File: src/rtl/md_ctrl_pkg.sv
// Shared control definitions for the force-evaluation position read path.
// Holds the scheduler state encoding and the address of the cell count word.
package md_ctrl_pkg;

    typedef enum logic [2:0] {
        IDLE     = 3'd0,
        RD_NUM   = 3'd1,
        WAIT_NUM = 3'd2,
        SWEEP    = 3'd3,
        DRAIN    = 3'd4
    } state_e;

    localparam int COUNT_WORD_ADDR = 0;

endpackage

File: src/rtl/sweep_counter.sv
// Nested particle_id / phase / ref_id counter for the neighbour sweep.
// The terminal flag is computed before any increment, so maximum counts never wrap.
module sweep_counter
    import md_ctrl_pkg::*;
#(
    parameter int PARTICLE_ID_WIDTH = 7
) (
    input  logic                         clk,
    input  logic                         rst,
    input  logic                         clear,
    input  logic                         init,
    input  logic                         advance,
    input  logic [PARTICLE_ID_WIDTH-1:0] home_count,
    input  logic [PARTICLE_ID_WIDTH-1:0] nb_max_count,
    output logic                         phase,
    output logic [PARTICLE_ID_WIDTH-1:0] ref_id,
    output logic [PARTICLE_ID_WIDTH-1:0] particle_id,
    output logic                         sweep_last
);

    localparam logic [PARTICLE_ID_WIDTH-1:0] ONE_C  = PARTICLE_ID_WIDTH'(1);
    localparam logic [PARTICLE_ID_WIDTH-1:0] ADDR_C = PARTICLE_ID_WIDTH'(COUNT_WORD_ADDR);

    logic                         phase_r;
    logic [PARTICLE_ID_WIDTH-1:0] ref_r;
    logic [PARTICLE_ID_WIDTH-1:0] pid_r;
    logic                         pid_last_s;

    assign pid_last_s = (pid_r == nb_max_count);
    assign sweep_last = pid_last_s && phase_r && (ref_r == home_count);

    // Counter state: cleared to the count word, primed for the first sweep, or stepped
    always_ff @(posedge clk) begin
        if (rst) begin
            phase_r <= 1'b0;
            ref_r   <= ADDR_C;
            pid_r   <= ADDR_C;
        end else if (clear) begin
            phase_r <= 1'b0;
            ref_r   <= ADDR_C;
            pid_r   <= ADDR_C;
        end else if (init) begin
            phase_r <= 1'b0;
            ref_r   <= ONE_C;
            pid_r   <= ONE_C;
        end else if (advance) begin
            if (pid_last_s) begin
                pid_r <= ONE_C;
                if (!phase_r) begin
                    phase_r <= 1'b1;
                end else begin
                    phase_r <= 1'b0;
                    ref_r   <= ref_r + ONE_C;
                end
            end else begin
                pid_r <= pid_r + ONE_C;
            end
        end
    end

    assign phase       = phase_r;
    assign ref_id      = ref_r;
    assign particle_id = pid_r;

endmodule

File: src/rtl/pos_read_scheduler.sv
// Position read scheduler: reads the home count, sweeps neighbour IDs per reference
// particle in two phases, stalls on filter back-pressure, drains, then pulses done.
module pos_read_scheduler
    import md_ctrl_pkg::*;
#(
    parameter int PARTICLE_ID_WIDTH = 7,
    parameter int NUM_FILTER        = 7,
    parameter int COUNT_LATENCY     = 2,
    parameter int DRAIN_CYCLES      = 16
) (
    input  logic                         clk,
    input  logic                         rst,
    input  logic                         start,
    input  logic [PARTICLE_ID_WIDTH-1:0] home_particle_count,
    input  logic [PARTICLE_ID_WIDTH-1:0] nb_max_count,
    input  logic [NUM_FILTER-1:0]        filter_almost_full,
    output logic                         phase,
    output logic                         reading_particle_num,
    output logic                         pause_reading,
    output logic [PARTICLE_ID_WIDTH-1:0] ref_id,
    output logic [PARTICLE_ID_WIDTH-1:0] particle_id,
    output logic                         busy,
    output logic                         done
);

    localparam int WAIT_MAX = (COUNT_LATENCY > DRAIN_CYCLES) ? COUNT_LATENCY : DRAIN_CYCLES;
    localparam int WAIT_W   = $clog2(WAIT_MAX + 1);
    localparam logic [WAIT_W-1:0] WAIT_ZERO_C = {WAIT_W{1'b0}};
    localparam logic [WAIT_W-1:0] WAIT_ONE_C  = WAIT_W'(1);
    localparam logic [WAIT_W-1:0] LAT_LOAD_C  = WAIT_W'(COUNT_LATENCY - 1);
    localparam logic [WAIT_W-1:0] DRN_LOAD_C  = WAIT_W'(DRAIN_CYCLES - 1);
    localparam logic [PARTICLE_ID_WIDTH-1:0] CNT_ZERO_C = {PARTICLE_ID_WIDTH{1'b0}};

    state_e                       state_r, state_s;
    logic [WAIT_W-1:0]            wait_cnt_r, wait_cnt_s;
    logic [PARTICLE_ID_WIDTH-1:0] home_count_r, nb_max_r;
    logic                         rpn_r, rpn_s;
    logic                         pause_r, pause_s;
    logic                         busy_r;
    logic                         done_r, done_s;
    logic                         sample_s, clear_s, init_s, adv_s;
    logic                         stall_s, sweep_last_s;

    assign stall_s = |filter_almost_full;

    sweep_counter #(
        .PARTICLE_ID_WIDTH (PARTICLE_ID_WIDTH)
    ) u_sweep_counter (
        .clk          (clk),
        .rst          (rst),
        .clear        (clear_s),
        .init         (init_s),
        .advance      (adv_s),
        .home_count   (home_count_r),
        .nb_max_count (nb_max_r),
        .phase        (phase),
        .ref_id       (ref_id),
        .particle_id  (particle_id),
        .sweep_last   (sweep_last_s)
    );

    // Next-state and next-output decode; outputs are registered one edge later
    always_comb begin
        state_s    = state_r;
        wait_cnt_s = wait_cnt_r;
        rpn_s      = 1'b0;
        pause_s    = pause_r;
        done_s     = 1'b0;
        sample_s   = 1'b0;
        clear_s    = 1'b0;
        init_s     = 1'b0;
        adv_s      = 1'b0;
        case (state_r)
            IDLE: begin
                pause_s = 1'b0;
                if (start) begin
                    state_s = RD_NUM;
                    rpn_s   = 1'b1;
                    clear_s = 1'b1;
                end else begin
                    state_s = IDLE;
                end
            end
            RD_NUM: begin
                state_s    = WAIT_NUM;
                wait_cnt_s = LAT_LOAD_C;
                pause_s    = 1'b0;
            end
            WAIT_NUM: begin
                if (wait_cnt_r == WAIT_ZERO_C) begin
                    sample_s = 1'b1;
                    if ((home_particle_count == CNT_ZERO_C) || (nb_max_count == CNT_ZERO_C)) begin
                        state_s    = DRAIN;
                        wait_cnt_s = DRN_LOAD_C;
                        pause_s    = 1'b1;
                    end else begin
                        state_s = SWEEP;
                        init_s  = 1'b1;
                        pause_s = 1'b0;
                    end
                end else begin
                    wait_cnt_s = wait_cnt_r - WAIT_ONE_C;
                end
            end
            SWEEP: begin
                // A stall repeats the current slot, including the final one
                if (stall_s) begin
                    pause_s = 1'b1;
                end else if (sweep_last_s) begin
                    state_s    = DRAIN;
                    wait_cnt_s = DRN_LOAD_C;
                    pause_s    = 1'b1;
                end else begin
                    adv_s   = 1'b1;
                    pause_s = 1'b0;
                end
            end
            DRAIN: begin
                if (wait_cnt_r == WAIT_ZERO_C) begin
                    state_s = IDLE;
                    done_s  = 1'b1;
                    clear_s = 1'b1;
                    pause_s = 1'b0;
                end else begin
                    wait_cnt_s = wait_cnt_r - WAIT_ONE_C;
                    pause_s    = 1'b1;
                end
            end
            default: begin
                state_s = IDLE;
                clear_s = 1'b1;
                pause_s = 1'b0;
            end
        endcase
    end

    // State, counters, sampled counts and registered flag outputs
    always_ff @(posedge clk) begin
        if (rst) begin
            state_r      <= IDLE;
            wait_cnt_r   <= WAIT_ZERO_C;
            home_count_r <= CNT_ZERO_C;
            nb_max_r     <= CNT_ZERO_C;
            rpn_r        <= 1'b0;
            pause_r      <= 1'b0;
            busy_r       <= 1'b0;
            done_r       <= 1'b0;
        end else begin
            state_r    <= state_s;
            wait_cnt_r <= wait_cnt_s;
            if (sample_s) begin
                home_count_r <= home_particle_count;
                nb_max_r     <= nb_max_count;
            end
            rpn_r   <= rpn_s;
            pause_r <= pause_s;
            busy_r  <= (state_s != IDLE);
            done_r  <= done_s;
        end
    end

    assign reading_particle_num = rpn_r;
    assign pause_reading        = pause_r;
    assign busy                 = busy_r;
    assign done                 = done_r;

endmodule

File: config.mk
export PLATFORM = sky130hd
export DESIGN_NAME = pos_read_scheduler
export DESIGN_NICKNAME = d
export VERILOG_FILES = /design/src/rtl/md_ctrl_pkg.sv /design/src/rtl/sweep_counter.sv /design/src/rtl/pos_read_scheduler.sv
export SDC_FILE = /design/constraint.sdc
export NUM_CORES = 1
export LEC_CHECK = 0
export CORE_UTILIZATION = 35
export DETAILED_ROUTE_END_ITERATION = 8
export SKIP_CTS_REPAIR_TIMING = 1
export SLEW_MARGIN = 20
export SYNTH_ARGS = -nofsm -noshare
export SYNTH_HDL_FRONTEND = slang
export SYNTH_HIERARCHICAL = 1
export SYNTH_SLANG_ARGS = --single-unit
File: constraint.sdc
create_clock -name clk -period 2.6 [get_ports clk]
set_clock_uncertainty 0.2 [all_clocks]
set_input_delay 0.52 -clock clk [delete_from_list [all_inputs] [get_ports clk]]
set_output_delay 0.52 -clock clk [all_outputs]
set_load 0.02 [all_outputs]
### Word-level counts from Yosys, hierarchy flattened

Cells that the tools add are included.

| storage, ports and cells | value |
|---|---|
| register bits after elaboration | 41 |
| output and inout port bits | 19 |

| cells by class | value |
|---|---|
| bitwise logic cells | 2 |
| $add $sub $neg | 3 |
| equality and inequality tests | 11 |
| reductions and logical operators | 22 |
| muxes and demuxes | 37 |

Operators with widths:

| kind | number |
|---|---|
| $mux 5 | 5 |
| $mux 1 | 22 |
| $pmux 5 s4 | 1 |
| $mux 3 | 5 |
| $pmux 3 s5 | 1 |
| $add 7x1->7 const B | 2 |
| $eq 7x7->1 | 2 |
| $logic_not 7->1 | 2 |
| $ne 2x2->1 const B | 4 |
| $mux 7 | 1 |
| $reduce_or 7->1 | 1 |
| $eq 3x2->1 const B | 2 |
| $pmux 1 s3 | 2 |
| $reduce_and 3->1 | 2 |
| $reduce_bool 2->1 | 3 |
| $reduce_or 2->1 | 3 |
| $reduce_or 3->1 | 2 |
| $logic_not 5->1 | 1 |
| $reduce_and 5->1 | 1 |
| $sub 5x1->5 const B | 1 |
| $reduce_bool 4->1 | 1 |
| $eq 3x1->1 const B | 1 |
| $eq 3x3->1 const B | 1 |
| $logic_not 3->1 | 1 |
| other kinds (6) | 8 |

### Logic depth before layout (Yosys ltp)

Gate-level depths: netlist of the first run.

| logic depth | value |
|---|---|
| word-level depth | 8 |
| mapped depth | 13 |

### By module

Netlist of the first run, hierarchy kept.

By module, submodules not included:

| module | area each (µm²) | cells an instance | seq. area each (µm²) | instances |
|---|---|---|---|---|
| pos_read_scheduler | 1,278.7 | 156 | 520.5 | 1 |
| sweep_counter | 897.1 | 106 | 300.3 | 1 |

### Least setup slack after synthesis of the first run

OpenSTA, ideal clock, no wires.

| timing | value |
|---|---|
| kind | reg-to-reg |
| start | register u_sweep_counter.pid_r[0], in the netlist u_sweep_counter/particle_id[0] |
| end | register u_sweep_counter.ref_r[0], in the netlist u_sweep_counter/ref_id[0] |
| path slack | -372 ps |
| setup time | 115 ps |
| stages on the path, launching flop included | 14 |
| arrival time | 2,657 ps |
| buffers on the path | 2 |
| cells stage by stage | dfxtp_1 > xnor2_1 > nand4_1 > buf_2 > or2_2 > nor3_1 > nor4_1 > nand2_1 > nor2_1 > buf_4 > and2_4 > nand4_2 > or4b_1 > and3_1 |

| between the ends | value |
|---|---|
| cells in the longest elaborated chain, start to end | 8 |
| elaborated cells on any way between the ends | 9 |
| classes of those cells | 1 x eq/ne; 3 x mux; 5 x reduce/logical |

RTL lines:

| item | RTL line | RTL |
|---|---|---|
| start, declared | sweep_counter.sv:26 | `logic [PARTICLE_ID_WIDTH-1:0] pid_r;` |
| start signal, assigned | sweep_counter.sv:56 | `pid_r <= pid_r + ONE_C;` |
| $eq 7x7->1 | sweep_counter.sv:29 | `assign pid_last_s = (pid_r == nb_max_count);` |
| $logic_and 1x1->1 (2 in a row) | sweep_counter.sv:30 | `assign sweep_last = pid_last_s && phase_r && (ref_r == home_count);` |
| named net sweep_last_s | pos_read_scheduler.sv:42 | `logic stall_s, sweep_last_s;` |
| $mux 1 | pos_read_scheduler.sv:109 | `end else if (sweep_last_s) begin` |
| $mux 1 | pos_read_scheduler.sv:107 | `if (stall_s) begin` |
| $mux 1 | pos_read_scheduler.sv:73 | `case (state_r)` |
| named net adv_s | pos_read_scheduler.sv:41 | `logic sample_s, clear_s, init_s, adv_s;` |
| $reduce_bool 2->1 (no line) | - |  |
| $reduce_and 3->1 (no line) | - |  |
| end signal, assigned | sweep_counter.sv:53 | `ref_r <= ref_r + ONE_C;` |
| end, declared | sweep_counter.sv:25 | `logic [PARTICLE_ID_WIDTH-1:0] ref_r;` |

The timed path passes the listed nets, and every way through them passes these cells.
A chain may end at the register's enable or synchronous reset.

### Final worst setup path of the first run

| timing | value |
|---|---|
| start | input port filter_almost_full[2] |
| end | register u_sweep_counter.ref_r[0], in the netlist u_sweep_counter/ref_id[0] |

| between the ends | value |
|---|---|
| cells in the longest elaborated chain, start to end | 5 |

RTL lines:

| item | RTL line | RTL |
|---|---|---|
| start, declared | pos_read_scheduler.sv:16 | `input logic [NUM_FILTER-1:0] filter_almost_full,` |
| $reduce_or 7->1 | pos_read_scheduler.sv:44 | `assign stall_s = \|filter_almost_full;` |
| $mux 1 | pos_read_scheduler.sv:107 |  |
| $mux 1 | pos_read_scheduler.sv:73 |  |
| named net adv_s | pos_read_scheduler.sv:41 |  |
| $reduce_bool 2->1 (no line) | - |  |
| $reduce_and 3->1 (no line) | - |  |

The timed path passes the listed nets, and every way through them passes these cells.

==> flow_metrics.tcl, run 1 <==
set metrics [dict create \
    status "completed" \
    fin_crit_sh 0.9426 \
    die-area_um2 6536 \
    die-height_um 80.85 \
    clkSinkCount 41 \
    seq_area_frac_synth 0.3772 \
    cp_max_fo 2 \
    cts_tree "done" \
    drv_cap 0 \
    clockBufferDepth 2 \
    start_util 0.3653 \
    worst_pin_slew_ps 471.6 \
    end_kind "register" \
    arrival_ps 2450 \
    async_reset_ff_frac 0 \
    post-route-cell-area_um2 3035 \
    yosysTopAreaCell "dfxtp_1" \
    dp_hpwl_mm 4.044 \
    overflow 0 \
    insertion_delay_ps 300 \
    num_vias 2024 \
    synth-edff-count 0 \
    hp-class "reg -> reg" \
    nets 353 \
    antenna_left 0 \
    cts_buffers 5 \
    crit_required_ps 2600 \
    grt_setup_unrepaired "no" \
    avgSynthCellArea_um2 8.305 \
    setup-violations-final 0 \
    hold_violations 0 \
    postPlaceCellArea_um2 2875 \
    antenna_found_initial 0 \
    start_kind "input pin" \
    synth_fa_ha_area_frac 0.01725 \
    antenna_cells 0 \
    wl_per_cell_um 13.04 \
    cts_root_buffer "clkbuf_8" \
    synth_commonest_cells "44 x nand2_1, 41 x dfxtp_1, 23 x a21oi_1" \
    grt_pass1_vias 1904 \
    synthCells 262 \
    max_slew_margin 0.6812 \
    maxSlewViolCount 0 \
    yosysUniqueCellTypes 45 \
    p_per_area_nw_per_um2 856.3 \
    preCtsSetupSlack_ps -279.6 \
    leakagePower_uw 0.001062 \
    synthesis.area_um2 2176 \
    track_usage 0.1763 \
    chipWidth_um 80.85 \
    drt_iter0_drc 54 \
    route.detailed.drc 0 \
    fmax_ghz 0.4081 \
    io_buffers 42 \
    gp_congestion 0.8728 \
    synth_compound_area_frac 0.1449 \
    synth_nets 289 \
    routed_via_density 5.035 \
    muxShareOfSynthArea 0.04140 \
    yosys.area.top_type_share 0.3772 \
    syn_to_final_growth_pct 39.51 \
    fin_crit_ps 2451 \
    wirelength_mm 5.241 \
    irDropWorstVdd_uv 588.5 \
    path_class "in -> reg" \
    synth-seq-cells 41 \
    grt_max_degree 30 \
    layout-drive-gt1-share 0.1896 \
    grt_pass1_wl_mm 8.845 \
    synth_flop_cell "dfxtp_1" \
    synth_most_common_cell "nand2_1" \
    drt_first_pass_iters 4 \
    synthXorXnorAreaFrac 0.08453 \
    synth-simple-area-share 0.3025 \
    clkTransAtPathRegs_ps 80 \
    ctsHtreeMaxLevel 2 \
    worst_slack_ps 149.3 \
    core_um2 5956 \
    rows 28 \
    synth_top_family_by_area "simple AND/OR/NAND/NOR gates" \
    synth.area.top_cells "dfxtp_1 38%, nand2_1 7.6%, xnor2_1 7.2%" \
    io_pins 43 \
    yosysWarnings 6 \
]
[layout by cell type (no fill, tap or decap), types with 3 or more instances in the layout]
cell type	netlist	layout
dfxtp_4	0	4
or4b_1	3	3
xnor2_1	18	18
xor2_1	3	3
nand4_1	5	5
ha_1	3	3
clkbuf_8	0	5
nor2_1	17	15
clkdlybuf4s50_1	0	42
nor4_1	6	4
nand2b_1	13	13
mux2i_1	9	9
nor3_1	10	9
dfxtp_1	41	34
nand2_1	44	44
a21oi_1	23	23
dfxtp_2	0	3
o21ai_0	7	7
buf_4	1	26
inv_1	6	6
nand3_1	8	8
[registers in the layout, indices dropped and copies added, names as in the netlist]
signal and cells:
u_sweep_counter/particle_id 7, reading_particle_num 1, done 1, wait_cnt_r 5, u_sweep_counter/phase 1, home_count_r 7, pause_reading 1, state_r 3
nb_max_r 7, u_sweep_counter/ref_id 7, busy 1
[routing by layer]
layer,share of wire,GRT usage
met5,0,0
met4,0.013,0.05714
met3,0.029,0.03708
met2,0.50,0.2983
met1,0.46,0.2219
[area by class of cell]
class,count,area [um^2]
sequential,41,839.6
timing repair buffer,68,615.6
fill,597,2920
tap,75,93.84
clock buffer,5,68.82
multi-input combinational,204,1330
clock inverter,3,65.06
inverter,6,22.52
[power by group]
group | switching (uW) | internal, uW
clock network | 222 | 381
registers | 67.8 | 721
logic | 658 | 548
[final timing paths]
path                               end                           start  cells past startpoint  slack, ps
max          u_sweep_counter/ref_id[0]           filter_almost_full[2]                      8        150
min                        nb_max_r[6]                     nb_max_r[6]                      2        270
min reg2reg                nb_max_r[6]                     nb_max_r[6]                      2        270
max reg2reg  u_sweep_counter/ref_id[0]  u_sweep_counter/particle_id[5]                     11        180
[cells by family after synthesis]
| kind of cell | count (synthesis) |
|---|---|
| buf+inv | 17 |
| mux | 9 |
| simple gates | 124 |
| xor+xnor | 21 |
| flops | 41 |
| compound gates | 47 |
| fa+ha+maj | 3 |
[critical path, cell delays in order]
cell and delay [ps]:
clkdlybuf4s50_1 430, nor4_2 310, nand2_1 140, nor2_2 140
and2_4 170, nand4_4 90, or4b_1 490, and3_1 150
[metrics by stage]
stage               hold WS, ps  setup TNS, ps  total power, uW    util  std cells
global route              290.6              0             2783  0.5097        402
floorplan                 248.8         -66.45             1628       -        262
detailed placement        264.2          -2868             2004  0.4828        394
global placement          256.5          -2477             1996  0.4828        394
finish                    269.8              0             2599  0.5097        402
CTS                       275.3              0             2612  0.5053        402
(Power assumes the default switching activity.)
==> inputs of run 2 (changes only) <==
- CORE_UTILIZATION: 35 -> 46
- PLACE_DENSITY: unset -> 0.75
==> flow_metrics.tcl, run 2 (synthesis results as in run 1) <==
set metrics [dict create \
    max_slew_margin 0.6818 \
    clockBufferDepth 2 \
    route.detailed.drc 4 \
    grt_pass1_wl_mm 8.625 \
    num_vias 2058 \
    routed_via_density 5.416 \
    use_met1 0.2819 \
    grt_setup_unrepaired "yes" \
    fin_crit_ps 2514 \
    wirelength_mm 5.112 \
    preCtsSetupSlack_ps -279.2 \
    arrival_ps 2510 \
    path_class "in -> reg" \
    grt_busiest_layer "met2" \
    cts_root_buffer "clkbuf_8" \
    chipWidth_um 70.78 \
    worst_pin_slew_ps 470.6 \
    start_kind "input pin" \
    clkSinkCount 41 \
    io_buffers 42 \
    worst_slack_ps 85.59 \
    die-height_um 70.78 \
    ctsHtreeMaxLevel 2 \
    end_kind "register" \
    track_usage 0.2169 \
    nets 354 \
    fill_cells 387 \
    p_per_area_nw_per_um2 804.4 \
    cp.buffers_inverters 1 \
    crit_chain "clkdlybuf4s50_1 -> nor4_2 -> nand2_1 -> nor2_2 -> and2_4 -> nand4_4 -> or4b_1 -> and3_1" \
    use_met3 0.04701 \
    hold_end "home_count_r[0]" \
    hp-class "reg -> reg" \
    crit_required_ps 2590 \
    irDropWorstVdd_uv 535.9 \
    reg2reg_depth 11 \
    maxSlewViolCount 0 \
    max_stage_delay_ps 490 \
    antenna_left 0 \
    layout-drive-gt1-share 0.1982 \
    fmax_ghz 0.3977 \
    critical_path.top_delay_family "simple AND/OR/NAND/NOR gates" \
    antenna_found_initial 0 \
    r2r_setup_slack_ps 130 \
    grt_pass1_vias 1883 \
    gp_congestion 0.8928 \
    cp_max_fo 2 \
    clkTransAtPathRegs_ps 80 \
    setup-violations-final 0 \
    drv_cap 0 \
    wl_per_cell_um 13.45 \
    drt_iter0_drc 96 \
    cp_slowest_cell "or4b_1" \
    layout_commonest_cell "nand2_1" \
    core_um2 4444 \
    drt_first_pass_iters 8 \
    die-area_um2 5009 \
    fin_crit_sh 0.9671 \
    dp_hpwl_mm 3.881 \
    hold_violations 0 \
    mostFrequentLayoutCells "44 x nand2_1, 42 x clkdlybuf4s50_1, 34 x dfxtp_1, 27 x buf_4, 23 x a21oi_1" \
    hp-start "home_count_r[0]" \
    leakagePower_uw 0.001049 \
    use_met2 0.3643 \
    holdWs_ps 276.1 \
    io_pins 43 \
    dp_cells 372 \
    start_util 0.4896 \
    status "finished with violations" \
    holdPathStages 2 \
    overflow 0 \
    rows 24 \
    worstReg2RegStart "u_sweep_counter/particle_id[2]" \
    cts_buffers 5 \
    cts_tree "done" \
    r2r_end "u_sweep_counter/ref_id[0]" \
    violations "DRC" \
    stdcell_count 380 \
    syn_to_final_growth_pct 37.09 \
    grt_max_degree 26 \
    insertion_delay_ps 290 \
    antenna_cells 0 \
]
==> run 2: changes by cell type in the layout (fill, tap and decap cells not counted), sizes merged <==
cell | before | now
buf | 26 | 27
bufinv | 2 | 0
clkbuf | 5 | 6
clkinv | 1 | 2
==> run 2: stage by stage <==
stage               TNS [ps]  cell area [um^2]  total power, uW    util
finish                     0              2983             2400  0.6712
global route          -36.68              2983             2575  0.6712
CTS                        0              2937             2382  0.6608
detailed placement     -2130              2854             1981  0.6422
global placement      -876.2              2854             1962  0.6422
floorplan             -66.45              2220             1628       -
==> run 2: layout make-up <==
| cell class | count | area, um^2 | area share |
|---|---|---|---|
| Timing Repair Buffer | 69 | 623.1 | 0.2089 |
| Sequential cell | 41 | 839.6 | 0.2815 |
| Clock inverter | 2 | 10.01 | 0.003356 |
| Inverter | 6 | 22.52 | 0.007550 |
| Clock buffer | 6 | 72.57 | 0.02433 |
| Multi-Input combinational cell | 204 | 1350 | 0.4526 |
| Tap cell | 52 | 65.06 | 0.02181 |
==> run 2: routing by layer <==
layer / up-vias / wire (um) / share of wire
li1: 1051 / - / -
met4: 0 / 62 / 0.012
met3: 8 / 150 / 0.029
met5: - / 0 / 0
met2: 37 / 2548 / 0.50
met1: 962 / 2351 / 0.46
==> run 2: power breakdown <==
| part | internal [uW] | leakage [uW] | switching (uW) |
|---|---|---|---|
| logic | 546 | 0.000667 | 652 |
| clock network | 186 | 0.0000450 | 217 |
| registers | 721 | 0.000337 | 77.4 |
==> run 2: worst reg2reg max path, delay by kind of cell (launching register included) <==
kind                      cells  cell delay, ps
and+or+nand+nor              10            1680
xor gates and xnor gates      1             120
DFF                           1             370
==> run 2: worst max path at each step <==
stage / cells past startpoint / slack, ps / from / endpoint
CTS: 8 / 10 / filter_almost_full[2] / u_sweep_counter/ref_id[0]
global placement: 8 / -190 / filter_almost_full[3] / u_sweep_counter/ref_id[0]
detailed placement: 8 / -280 / filter_almost_full[2] / u_sweep_counter/ref_id[0]
global route: 9 / -20 / u_sweep_counter/particle_id[5] / wait_cnt_r[4]
floorplan: 13 / -70 / u_sweep_counter/particle_id[3] / u_sweep_counter/ref_id[0]
finish: 8 / 90 / filter_almost_full[2] / u_sweep_counter/ref_id[0]
==> inputs of run 3 (changes only) <==
- ABC_AREA: unset -> 1
- CORE_UTILIZATION: 46 -> 48
- PLACE_DENSITY: 0.75 -> 0.77
- TNS_END_PERCENT: unset -> 20
==> flow_metrics.tcl, run 3 <==
set metrics [dict create \
    layout-drive-gt1-share 0.1558 \
    yosysWarnings 6 \
    syn_to_final_growth_pct 26.41 \
    yosys.area.top_type_share 0.3397 \
    seq_area_frac_synth 0.3397 \
    max_slew_margin 0.6732 \
    start_kind "register" \
    drt_first_pass_iters 4 \
    async_reset_ff_frac 0 \
    start_util 0.5048 \
    leakagePower_uw 0.001335 \
    cp_slowest_cell "dfxtp_1" \
    end_kind "register" \
    synth-edff-count 0 \
    drt_iter0_drc 148 \
    core_um2 4786 \
    drv_cap 0 \
    io_buffers 42 \
    num_vias 2282 \
    routed_via_density 4.908 \
    clockBufferDepth 2 \
    crit_required_ps 2590 \
    setup-violations-final 0 \
    fill_cells 429 \
    cts_tree "done" \
    synth_flop_cell "dfxtp_1" \
    tns_ps 0 \
    synthCells 346 \
    fin_crit_ps 2362 \
    arrival_ps 2350 \
    wl_per_cell_um 11.68 \
    worst_pin_slew_ps 489.6 \
    synth_nets 373 \
    crit_chain "inv_1 -> or2_2 -> nand3_1 -> nor3_1 -> nand4_1 -> nor2_1 -> inv_1 -> nand2_2 -> nor3_2 -> nand4_1 -> nor2_1 -> nand2_1 -> xor2_1 -> nor2_2" \
    path_class "reg -> reg" \
    synth_most_common_cell "nand2_1" \
    max_stage_delay_ps 330 \
    cp_max_fo 4 \
    antenna_found_initial 0 \
    grt_pass1_wl_mm 9.004 \
    cts_root_buffer "clkbuf_8" \
    hold_violations 0 \
    antenna_cells 0 \
    io_pins 43 \
    hp-class "reg -> reg" \
    die-area_um2 5321 \
    maxSlewViolCount 0 \
    reg2reg_depth 14 \
    fmax_ghz 0.4234 \
    overflow 0 \
    mostFrequentLayoutCells "79 x nand2_1, 51 x inv_1, 42 x clkdlybuf4s50_1, 41 x dfxtp_1, 37 x nor2_1" \
    clkSinkCount 41 \
    cp.depth 14 \
    holdPathStages 2 \
    irDropWorstVdd_uv 477.8 \
    fin_crit_sh 0.9083 \
    avgSynthCellArea_um2 6.983 \
    chipWidth_um 72.95 \
    rows 25 \
    insertion_delay_ps 300 \
    layout_commonest_cell "nand2_1" \
    grt_pass1_vias 2033 \
    wirelength_mm 5.431 \
    p_per_area_nw_per_um2 877.9 \
    utilization 0.6382 \
    track_usage 0.2213 \
    dp_hpwl_mm 4.084 \
    status "completed" \
    die-height_um 72.95 \
    gp_congestion 0.8576 \
    route.detailed.drc 0 \
    antenna_left 0 \
    yosysUniqueCellTypes 38 \
    grt_setup_unrepaired "no" \
    preCtsSetupSlack_ps 113.5 \
    yosysTopAreaCell "dfxtp_1" \
    cts_buffers 5 \
    synth.area.top_cells "dfxtp_1 34%, nand2_1 12%, inv_1 7.9%" \
    critical_path.top_delay_family "simple AND/OR/NAND/NOR gates" \
    ctsHtreeMaxLevel 2 \
    clkTransAtPathRegs_ps 80 \
    cp.buffers_inverters 2 \
    synth_commonest_cells "79 x nand2_1, 51 x inv_1, 41 x dfxtp_1" \
    worst_slack_ps 238.3 \
    nets 424 \
    synthesis.area_um2 2416 \
    grt_max_degree 26 \
    synth-seq-cells 41 \
]
==> run 3: cell types whose count changed in the layout (fill, tap and decap cells not counted), moves of 11 or more <==
| cell | change |
|---|---|
| nand2b_1 | -13 |
| buf_4 | -18 |
| nand2_1 | +35 |
| xnor2_1 | -13 |
| inv_1 | +45 |
| nor2_1 | +22 |
| o21ai_0 | +11 |
==> run 3: final cells by class <==
| cell class | instances | area, um^2 | area share |
|---|---|---|---|
| well taps | 67 | 83.83 | 0.02745 |
| inverters | 57 | 214.0 | 0.07005 |
| multi-input cells | 241 | 1331 | 0.4359 |
| clock inverters | 1 | 30.03 | 0.009832 |
| flip-flops and latches | 41 | 820.8 | 0.2687 |
| clock buffers | 7 | 86.33 | 0.02827 |
| repair buffers | 51 | 488.0 | 0.1598 |
==> run 3: per-stage QoR <==
| stage | cells | cell area [um^2] | power [uW] | hold WS (ps) |
|---|---|---|---|---|
| floorplan | 346 | 2421 | 1869 | 256.7 |
| global placement | 457 | 2938 | 2090 | 272.3 |
| detailed placement | 457 | 2938 | 2128 | 285.0 |
| CTS | 465 | 3054 | 2679 | 297.6 |
| global route | 465 | 3054 | 2870 | 323.2 |
| finish | 465 | 3054 | 2681 | 298.4 |
==> run 3: routing by layer <==
metal	share of wire	wire length [um]	track usage
met1	0.45	2459	0.2847
met2	0.48	2598	0.3666
met3	0.051	276	0.04144
met4	0.018	96	0.08715
met5	0	0	0
==> run 3: logic make-up after synthesis <==
logic type,after synthesis,synth area share
mux,1,0.004143
fa+ha+maj,3,0.01554
compound gates,43,0.1020
simple gates,181,0.3801
flops,41,0.3397
buf+inv,64,0.1113
xor+xnor,13,0.04713
==> run 3: worst register-to-register path: stages (launching register included) <==
cell and delay [ps]:
dfxtp_1 330, inv_1 70, or2_2 270, nand3_1 70
nor3_1 40, nand4_1 110, nor2_1 60, inv_1 90
nand2_2 90, nor3_2 280, nand4_1 170, nor2_1 180
nand2_1 80, xor2_1 170, nor2_2 50
==> run 3: worst paths after layout <==
path                              from                        endpoint  slack (ps)
max          u_sweep_counter/ref_id[0]  u_sweep_counter/particle_id[6]         240
min                      wait_cnt_r[1]                   wait_cnt_r[1]         300
max reg2reg  u_sweep_counter/ref_id[0]  u_sweep_counter/particle_id[6]         240
min reg2reg              wait_cnt_r[1]                   wait_cnt_r[1]         300
==> run 3: power by group <==
part / internal (uW) / leakage (uW) / switching [uW]
Sequential: 762 / 0.000333 / 100
Clock: 313 / 0.0000585 / 230
Combinational: 476 / 0.000943 / 800
Total: 1550 / 0.00133 / 1130
